<file path="config.mk">
export PLATFORM = sky130hd
export DESIGN_NAME = seq_divider_32
export DESIGN_NICKNAME = d
export VERILOG_FILES = /design/src/rtl/alu_pkg.sv /design/src/rtl/full_adder_32.sv /design/src/rtl/seq_divider_32.sv
export SDC_FILE = /design/constraint.sdc
export NUM_CORES = 1
export LEC_CHECK = 0
export CAP_MARGIN = 5
export CELL_PAD_IN_SITES_DETAIL_PLACEMENT = 0
export CELL_PAD_IN_SITES_GLOBAL_PLACEMENT = 1
export CORE_UTILIZATION = 47
export CTS_CLUSTER_DIAMETER = 150
export DETAILED_ROUTE_END_ITERATION = 8
export DONT_BUFFER_PORTS = 1
export GPL_TIMING_DRIVEN = 0
export PLACE_DENSITY = 0.81
export SYNTH_ARGS = -nofsm -noshare
export SYNTH_HDL_FRONTEND = slang
export SYNTH_SLANG_ARGS = --single-unit
</file>
<file path="constraint.sdc">
create_clock -name clk -period 3.7 [get_ports clk]
set_input_delay 0.37 -clock clk [delete_from_list [all_inputs] [get_ports clk]]
set_output_delay 0.37 -clock clk [all_outputs]
set_load 0.01 [all_outputs]
</file>
<file path="src/rtl/alu_pkg.sv">
// Purpose: shared ALU types and constants for the sequential divider path.
//   div_state_t       : divider FSM state encoding
//   DIV_W             : datapath width
//   DIV_ITERS         : quotient bits produced, one per clock
//   DIV_ZERO_QUOTIENT : quotient reported for a zero divisor
package alu_pkg;

  localparam int unsigned DIV_W     = 32;
  localparam int unsigned DIV_ITERS = 32;
  localparam int unsigned DIV_CNT_W = 5;

  localparam logic [DIV_W-1:0] DIV_ZERO_QUOTIENT = 32'hFFFF_FFFF;

  typedef enum logic [1:0] {
    D_IDLE = 2'd0,
    D_RUN  = 2'd1,
    D_DONE = 2'd2
  } div_state_t;

endpackage

</file>
<file path="src/rtl/full_adder_32.sv">
// Purpose: 32-bit ripple-style adder with carry in/out.
//   x, y : addends
//   cin  : carry in
//   sum  : low 32 bits of x + y + cin
//   cout : carry out
module full_adder_32 (
  input  logic [31:0] x,
  input  logic [31:0] y,
  input  logic        cin,
  output logic [31:0] sum,
  output logic        cout
);

  assign {cout, sum} = 33'(x) + 33'(y) + 33'(cin);

endmodule

</file>
<file path="src/rtl/seq_divider_32.sv">
// Purpose: multi-cycle unsigned restoring divider, one quotient bit per clock.
//   clk, r            : clock, synchronous active-high reset
//   start             : request, sampled only in IDLE
//   numerator         : dividend, captured on the accepting edge
//   denominator       : divisor, captured on the accepting edge
//   busy              : high whenever the FSM is not in IDLE
//   done              : one-cycle pulse, results valid in that cycle
//   quotient          : registered result, held until the next accepted start
//   remainder         : registered result, held until the next accepted start
//   div_by_zero       : registered flag, valid with done
module seq_divider_32
  import alu_pkg::*;
(
  input  logic             clk,
  input  logic             r,
  input  logic             start,
  input  logic [DIV_W-1:0] numerator,
  input  logic [DIV_W-1:0] denominator,
  output logic             busy,
  output logic             done,
  output logic [DIV_W-1:0] quotient,
  output logic [DIV_W-1:0] remainder,
  output logic             div_by_zero
);

  div_state_t           state_q;
  logic [DIV_CNT_W-1:0] cnt_q;
  logic [DIV_W-1:0]     dvd_q;
  logic [DIV_W-1:0]     rem_q;
  logic [DIV_W-1:0]     den_q;

  logic [DIV_W-1:0]     trial;
  logic [DIV_W-1:0]     sub_sum;
  logic                 sub_cout;
  logic                 ge;
  logic [DIV_W-1:0]     rem_d;
  logic [DIV_W-1:0]     dvd_d;

  // Low 32 bits of the 33-bit trial value {rem, dividend msb}.
  assign trial = {rem_q[DIV_W-2:0], dvd_q[DIV_W-1]};

  // Trial subtraction: trial - den as trial + ~den + 1.
  full_adder_32 u_sub (
    .x    (trial),
    .y    (~den_q),
    .cin  (1'b1),
    .sum  (sub_sum),
    .cout (sub_cout)
  );

  // A set rem msb means the 33-bit trial exceeds any 32-bit divisor.
  assign ge    = rem_q[DIV_W-1] | sub_cout;
  assign rem_d = ge ? sub_sum : trial;
  assign dvd_d = {dvd_q[DIV_W-2:0], ge};

  // Divider FSM with registered handshake and results.
  always_ff @(posedge clk) begin
    if (r) begin
      state_q     <= D_IDLE;
      cnt_q       <= '0;
      dvd_q       <= '0;
      rem_q       <= '0;
      den_q       <= '0;
      busy        <= 1'b0;
      done        <= 1'b0;
      quotient    <= '0;
      remainder   <= '0;
      div_by_zero <= 1'b0;
    end else begin
      case (state_q)
        D_IDLE: begin
          done <= 1'b0;
          if (start) begin
            busy <= 1'b1;
            if (denominator == '0) begin
              quotient    <= DIV_ZERO_QUOTIENT;
              remainder   <= numerator;
              div_by_zero <= 1'b1;
              done        <= 1'b1;
              state_q     <= D_DONE;
            end else begin
              dvd_q   <= numerator;
              rem_q   <= '0;
              den_q   <= denominator;
              cnt_q   <= '0;
              state_q <= D_RUN;
            end
          end
        end
        D_RUN: begin
          dvd_q <= dvd_d;
          rem_q <= rem_d;
          cnt_q <= cnt_q + DIV_CNT_W'(1);
          if (cnt_q == DIV_CNT_W'(DIV_ITERS - 1)) begin
            quotient    <= dvd_d;
            remainder   <= rem_d;
            div_by_zero <= 1'b0;
            done        <= 1'b1;
            state_q     <= D_DONE;
          end
        end
        D_DONE: begin
          busy    <= 1'b0;
          done    <= 1'b0;
          state_q <= D_IDLE;
        end
        default: begin
          busy    <= 1'b0;
          done    <= 1'b0;
          state_q <= D_IDLE;
        end
      endcase
    end
  end

endmodule

</file>
==> metrics.md, run 1 <==
| Metric | Value |
|---|---|
| Critical Setup Path Class | `register to register` |
| Number of standard cells after synthesis | `1153` |
| Max Slew Vio Count | `0` |
| Ratio of routed vias to standard cells | `5.923` |
| Estimated wirelength of the detail-placed design | `between 20 and 25 mm` |
| Fin. Hold Viols | `0` |
| Nets | `around 1300` |
| Setup skew after layout | `0.01048 ns` |
| Final wirelength | `between 20 and 30 mm` |
| Critical path, cell by cell | `inv_1, ha_1, fa_1, nand2b_1, a21oi_1, o21ai_1, a211o_1, a21boi_4, nor3_2, o41a_1, a2111oi_2` |
| Most common cell in the synthesized netlist | `nand2_1` |
| Count of pins on the block boundary | `about 130` |
| Critical Path Start | `dvd_q[31]$_SDFFE_PP0P_` |
| Multi-input gate area | `about 5000 um2` |
| Overall power | `around 10 mW` |
| Synth area leaders | `dfxtp_1 (38%), nand2_1 (8.0%), nor3_1 (5.3%)` |
| Final setup viols | `0` |
| Number of distinct library cells after synthesis | `just under 70` |
| Status | `finished clean` |
| Sort of element at the start of the critical path | `register` |
| Storage element area | `between 3000 and 4000 um2` |
| Xor/xnor share of the synthesized area | `2.445%` |
| Max Fclk | `between 200 and 300 MHz` |
| Portion of netlist area occupied by mux cells | `under 10%` |
| Slew HR | `a little under half` |
| Weighted congestion reported at the end of routability-driven placement | `just under 0.9` |
| Library cell occupying the most area in the post-synthesis netlist | `dfxtp_1` |
| Width of the die | `about 140 um` |
| Clock edge transition at the registers on the reported setup and hold paths | `about 0.070 ns` |
| Post-Syn Area per Cell | `just under 8 um2` |
| Arrival time reported for the critical path endpoint | `just under 4 ns` |
| H-tree depth | `4` |
| Number of remaining DRC errors | `0` |
| Worst R2R Start | `dvd_q[31]$_SDFFE_PP0P_` |
| Adder-cell share of the synthesized area | `about 5%` |
| Worst r2r path cells | `11` |
| End of the worst register-to-register path | `remainder[31]$_SDFFE_PP0P_` |
| Maximum number of pins on one net before global-route repair | `19` |
| Leakage power total | `approximately 3.6 nW` |
| Overall routing resource usage | `a little under 30%` |
| Post-synthesis compound-gate area fraction | `a little under a quarter` |
| Count of filler cells inserted in the layout | `slightly below 2000` |
| Worst-Skew Late Latency | `0.44 ns` |
| CTS Hold Bufs | `0` |
| Global-route wire length before repair | `44.17 mm` |
| # clock sinks | `170` |
| Synth Flop Type | `dfxtp_1` |
| Maximum fanout along the worst path | `7` |
| Number of buffers inserted during clock tree synthesis | `17` |
| Mean routed wirelength per cell | `19.62 um` |
| Largest family of logic cells by synthesized area | `simple AND/OR/NAND/NOR gates` |
| GR Layer Usage met3 | `roughly 6.6%` |
| Synthesis warning total | `0` |
| CTS tree | `built` |
| Die area | `slightly below 20000 um2` |
| Via count | `between 8000 and 9000` |
| Vias in the first global route | `8085` |
| Die H | `140.0 um` |
| Fraction of the core area covered by cells at the end of the flow | `52.70%` |
| Worst min-delay path category | `primary input to register` |
| Number of synthesized flops with an enable pin | `0` |
| Starting density of the core | `between 40% and 50%` |
| Proportion of layout cells with a drive suffix above 1 | `between 4 and 5%` |
| Core Region | `18710 um2` |
| Most frequent cells after synthesis | `nand2_1 (190), dfxtp_1 (170), nor3_1 (94), nor2_1 (92), a21oi_1 (81)` |
| Cell area power density | `1034 nW/um2` |
| Area fraction in and, or, nand and nor cells after synthesis | `a little under a quarter` |
| Post-synthesis register bit count | `170` |
| Met2 global-route usage | `a little under half` |
| Fin crit share | `between 90% and 100%` |
| Library cell used as clock root buffer | `clkbuf_16` |
| Post-synth ARST share | `0%` |
| End of the critical path | `remainder[31]$_SDFFE_PP0P_` |
| Minimum clock period | `roughly 3.6 ns` |
| Number of DRC violations after detailed-routing iteration 0 | `about 560` |
| Synthesized Nets | `between 1000 and 1500` |
| M1 GR Usage | `a little under two fifths` |
| Placement Rows | `50` |
| Sum of negative setup slack | `0 ns` |
| Number of buffers on the longest clock path | `2` |
| Area growth from synthesis to final layout | `10.06%` |
| Overall overflow remaining after global route | `0` |
| Most Used Layer, Global Route | `met2` |
| Area share of the largest cell type after synthesis | `roughly 38%` |
| Number of port buffers | `0` |
| Critical path data required time | `4.04 ns` |
| Measured slew at the worst slew-check pin | `0.7918 ns` |
| Number of antenna violations at the first check in global routing | `0` |
| Max_cap viols | `0` |
| Crit path largest cell delay | `0.54 ns` |
| Worst setup EP type | `register` |
| Ant. Diodes | `0` |
| Register area share after synthesis | `between 30% and 40%` |
| Number of routed nets with antenna violations | `0` |
| Max IR drop VDD | `roughly 0.00069 V` |
| Register-to-register path setup slack | `around 0.064 ns` |
| Count of TritonRoute iterations in the first routing pass | `6` |
| Cell area after synthesis | `8956 um2` |
| Slowest stage cell, crit path | `o41a_1` |
-- routing by layer --
| metal | routed length (um) | part of all wire, % |
|---|---|---|
| met5 | 0 | 0 |
| met4 | 614 | 2.2 |
| met3 | 2029 | 7.3 |
| met2 | 12760 | 46 |
| met1 | 12500 | 45 |
-- cell usage in the layout, fill, tap and decap left out, drive strengths merged, types with 7 or more instances in the layout --
master   synthesis  routed
a211o            7       7
o31ai           14      14
mux2i           20      20
nand3           24      24
xor2            11      11
xnor2           14      14
nand4           11      11
o21bai           7       7
o211ai           9       9
a31oi           19      19
dfxtp          170     170
nand2          190     190
inv             47      56
a21oi           83      83
buf             13      16
a2111oi          7       7
nor4            11      11
or3              7       7
and4            13      13
nor3            95      95
nor2            92      92
clkbuf          71      89
a311oi          38      38
o21ai           64      64
a21o            10      10
a211oi           8       8
ha              34      34
-- metrics by stage --
step | cells | hold WS, ns | setup WS [ns] | area [um2]
after CTS | 1419 | 0.05347 | 0.02181 | 9834
after global placement | 1387 | 0.4435 | 0.1033 | 9249
final | 1422 | 0.05917 | 0.06391 | 9857
after global routing | 1422 | 0.05195 | -0.009460 | 9857
after detailed placement | 1387 | 0.4475 | 0.03807 | 9249
after floorplan | 1153 | 0.4357 | 0.7007 | 8956
-- report_power, final --
part           switching, mW  internal (mW)  leakage (nW)
combinational           3.80           2.37          1.96
sequential             0.208           2.02          1.38
clock                  0.871          0.922         0.287
-- sequential cells by signal (all words and copies together), names as in the netlist --
register and flops:
busy 1, cnt_q 5, den_q 32, div_by_zero 1
done 1, dvd_q 32, quotient 32, rem_q 32
remainder 32, state_q 2
-- kinds of logic after synthesis --
logic type | after synthesis
buf+inv | 132
flops | 170
mux | 21
simple gates | 469
compound gates | 301
xor+xnor | 25
fa+ha+maj | 35
-- area by class of cell --
cell class              count  share of cell area (%)
inverters                  48                   1.828
plain buffers              84                   3.376
flip-flops and latches    170                   34.53
multi-input cells         851                   51.13
clock buffers              18                   4.455
repair buffers              3                  0.2285
clock inverters            14                   1.485
well taps                 234                   2.970
-- what timing repair did --
action / CTS / global route
buffers inserted: 0 / 3
endpoints found under the setup margin: 0 / 15
resized for setup: 0 / 1
-- worst max-delay path, delay by kind of cell (launching register included) --
| kind | cells | cell delay (ns) |
|---|---|---|
| AO/OA/AOI/OAI | 6 | 2.13 |
| adder cells (fa/ha/maj) | 2 | 0.62 |
| flip-flops | 1 | 0.39 |
| AND/OR/NAND/NOR | 2 | 0.33 |
| buffers and inverters | 1 | 0.06 |
-- how the worst min path moves through the flow --
stage	from	depth (start not counted)	slack, ns	end
finish	denominator[27]	2	0.06	den_q[27]$_SDFFE_PP0P_
global route	denominator[24]	2	0.05	den_q[24]$_SDFFE_PP0P_
CTS	denominator[27]	2	0.05	den_q[27]$_SDFFE_PP0P_
detailed placement	den_q[21]$_SDFFE_PP0P_	2	0.45	den_q[21]$_SDFFE_PP0P_
global placement	den_q[30]$_SDFFE_PP0P_	2	0.44	den_q[30]$_SDFFE_PP0P_
floorplan	rem_q[25]$_SDFFE_PP0P_	2	0.44	rem_q[25]$_SDFFE_PP0P_
No activity file was read; power rests on OpenSTA's default activity.
==> run 2: changes to the inputs <==
Settings changed: CORE_UTILIZATION 47 to 26, PLACE_DENSITY 0.81 to 0.5.
==> metrics.md, run 2 (synthesized netlist as in run 1, its figures left out) <==
| Metric | Value |
|---|---|
| H-tree depth | `4 (unchanged)` |
| # clock sinks | `170 (unchanged)` |
| Fraction of the core area covered by cells at the end of the flow | `30.15% (was 52.70%)` |
| Number of DRC violations after detailed-routing iteration 0 | `548 (was 561)` |
| Via count | `8383 (was 8422)` |
| Max Fclk | `286.5 MHz (was 275.0 MHz)` |
| Final setup viols | `0 (unchanged)` |
| Placement Rows | `67 (was 50)` |
| Setup skew after layout | `0.01692 ns (was 0.01048 ns)` |
| Worst setup EP type | `register (unchanged)` |
| Clock edge transition at the registers on the reported setup and hold paths | `0.07 ns (about the same)` |
| Number of antenna violations at the first check in global routing | `0 (unchanged)` |
| Overall routing resource usage | `19.68% (was 29.11%)` |
| Core Region | `33700 um2 (was 18710 um2)` |
| Measured slew at the worst slew-check pin | `0.8680 ns (was 0.7918 ns)` |
| Count of pins on the block boundary | `134 (unchanged)` |
| Vias in the first global route | `8192 (was 8085)` |
| Ant. Diodes | `0 (unchanged)` |
| CTS tree | `built (unchanged)` |
| Global-route wire length before repair | `52.23 mm (was 44.17 mm)` |
| Overall overflow remaining after global route | `0 (unchanged)` |
| Maximum number of pins on one net before global-route repair | `17 (was 19)` |
| Final wirelength | `34.53 mm (was 27.91 mm)` |
| Crit path largest cell delay | `0.42 ns (was 0.54 ns)` |
| Arrival time reported for the critical path endpoint | `3.81 ns (was 3.98 ns)` |
| Ratio of routed vias to standard cells | `5.127 (was 5.923)` |
| Leakage power total | `3.644 nW (was 3.635 nW)` |
| Number of routed nets with antenna violations | `0 (unchanged)` |
| Starting density of the core | `26.58% (was 47.88%)` |
| Area growth from synthesis to final layout | `13.44% (was 10.06%)` |
| Number of buffers on the longest clock path | `2 (unchanged)` |
| Max_cap viols | `0 (unchanged)` |
| CTS Hold Bufs | `0 (unchanged)` |
| Nets | `1276 (was 1277)` |
| Minimum clock period | `3.490 ns (was 3.636 ns)` |
| Mean routed wirelength per cell | `21.12 um (was 19.62 um)` |
| Slowest stage cell, crit path | `mux2i_1 (was o41a_1)` |
| Maximum fanout along the worst path | `10 (was 7)` |
| Fin. Hold Viols | `0 (unchanged)` |
| Critical Setup Path Class | `register to register (unchanged)` |
| Cell area power density | `1054 nW/um2 (was 1034 nW/um2)` |
| Max IR drop VDD | `0.0004394 V (was 0.0006930 V)` |
| Number of buffers inserted during clock tree synthesis | `17 (unchanged)` |
| Number of port buffers | `0 (unchanged)` |
| Fin crit share | `94.33% (was 98.27%)` |
| Die H | `187.6 um (was 140.0 um)` |
| Sort of element at the start of the critical path | `register (unchanged)` |
| Width of the die | `187.6 um (was 140.0 um)` |
| Die area | `35190 um2 (was 19610 um2)` |
| Number of remaining DRC errors | `0 (unchanged)` |
| Commonest non-fill, non-tap cell in the layout | `nand2_1 (unchanged)` |
| Worst min-delay path category | `primary input to register (unchanged)` |
| Critical path data required time | `4.02 ns (was 4.04 ns)` |
| Library cell used as clock root buffer | `clkbuf_16 (unchanged)` |
| Worst-Skew Late Latency | `0.45 ns (was 0.44 ns)` |
| Count of TritonRoute iterations in the first routing pass | `7 (was 6)` |
| Estimated wirelength of the detail-placed design | `27.05 mm (was 21.84 mm)` |
| Slew HR | `42.13% (was 47.22%)` |
| Overall power | `10.71 mW (was 10.19 mW)` |
| Proportion of layout cells with a drive suffix above 1 | `5.307% (was 4.882%)` |
| Max Slew Vio Count | `0 (unchanged)` |
| Status | `finished clean (unchanged)` |
| Critical path, cell by cell | `inv_1, ha_1, fa_1, nand2b_1, a21oi_2, o21ai_2, a211o_2, a21bo_4, nand3_4, clkbuf_4, mux2i_1, o21ai_0 (was inv_1, ha_1, fa_1, nand2b_1, a21oi_1, o21ai_1, a211o_1, a21boi_4, nor3_2, o41a_1, a2111oi_2)` |
| Weighted congestion reported at the end of routability-driven placement | `0.8188 (was 0.8792)` |
| Leading cell types in the layout, fill and taps excluded | `nand2_1 (190), dfxtp_1 (170), nor3_1 (94), nor2_1 (92), a21oi_1 (80) (was nand2_1 (190), dfxtp_1 (170), nor3_1 (94), nor2_1 (92), a21oi_1 (81))` |
[run 2: worst max-delay path: cells and delay by family (launching register included)]
kind            cells  cell delay [ns]
buf+inv             2             0.37
compound gates      5             1.21
fa+ha+maj           2             0.62
mux                 1             0.42
flops               1             0.39
simple gates        2             0.34
[run 2: routing by layer]
metal  part of all wire (%)  vias up  GRT usage [%]
met3                    5.5       21          4.511
met2                     44      229          30.54
met5                      0        -              0
met1                     50     3954          27.63
met4                    1.1        0          4.065
li1                       -     4179              -
[run 2: cell type report]
cell class	count	area, um2
Buffer	84	335.3
Clock buffer	20	466.7
Clock inverter	12	130.1
Fill cell	3758	23540
Inverter	48	180.2
Multi-Input combinational cell	851	5069
Sequential cell	170	3403
Tap cell	448	560.5
Timing Repair Buffer	2	15.01
[run 2: power by group]
group	internal [mW]	total [mW]	switching (mW)
sequential	2.02	2.24	0.218
clock	1.01	1.90	0.892
combinational	2.43	6.57	4.13
[run 2: repair_timing]
action                     CTS  global route
cloned                       0             0
gates resized for setup      2             7
hold endpoints to repair     0             0
buffers inserted             0             2
pin swaps                    0             1
setup endpoints to repair   13            21
[run 2: through the flow]
| step | cell area, um2 | setup TNS [ns] | worst slack, ns | hold WS (ns) | cells |
|---|---|---|---|---|---|
| after floorplan | 8956 | 0 | 0.7007 | 0.4357 | 1153 |
| after global placement | 9517 | -0.8085 | -0.1047 | 0.4454 | 1601 |
| after detailed placement | 9517 | -1.286 | -0.1359 | 0.4475 | 1601 |
| after CTS | 10120 | 0 | 0.04915 | 0.03708 | 1633 |
| after global routing | 10160 | -0.009073 | -0.009073 | 0.03885 | 1635 |
| final | 10160 | 0 | 0.2097 | 0.05529 | 1635 |
[run 2: path summary, 6_finish.rpt]
check	startpoint	cells after the start	slack (ns)	to
worst min register to register	den_q[30]$_SDFFE_PP0P_	2	0.46	den_q[30]$_SDFFE_PP0P_
worst max-delay path	dvd_q[31]$_SDFFE_PP0P_	12	0.21	remainder[14]$_SDFFE_PP0P_
worst min-delay path	denominator[19]	2	0.06	den_q[19]$_SDFFE_PP0P_
worst max register to register	dvd_q[31]$_SDFFE_PP0P_	12	0.21	remainder[14]$_SDFFE_PP0P_
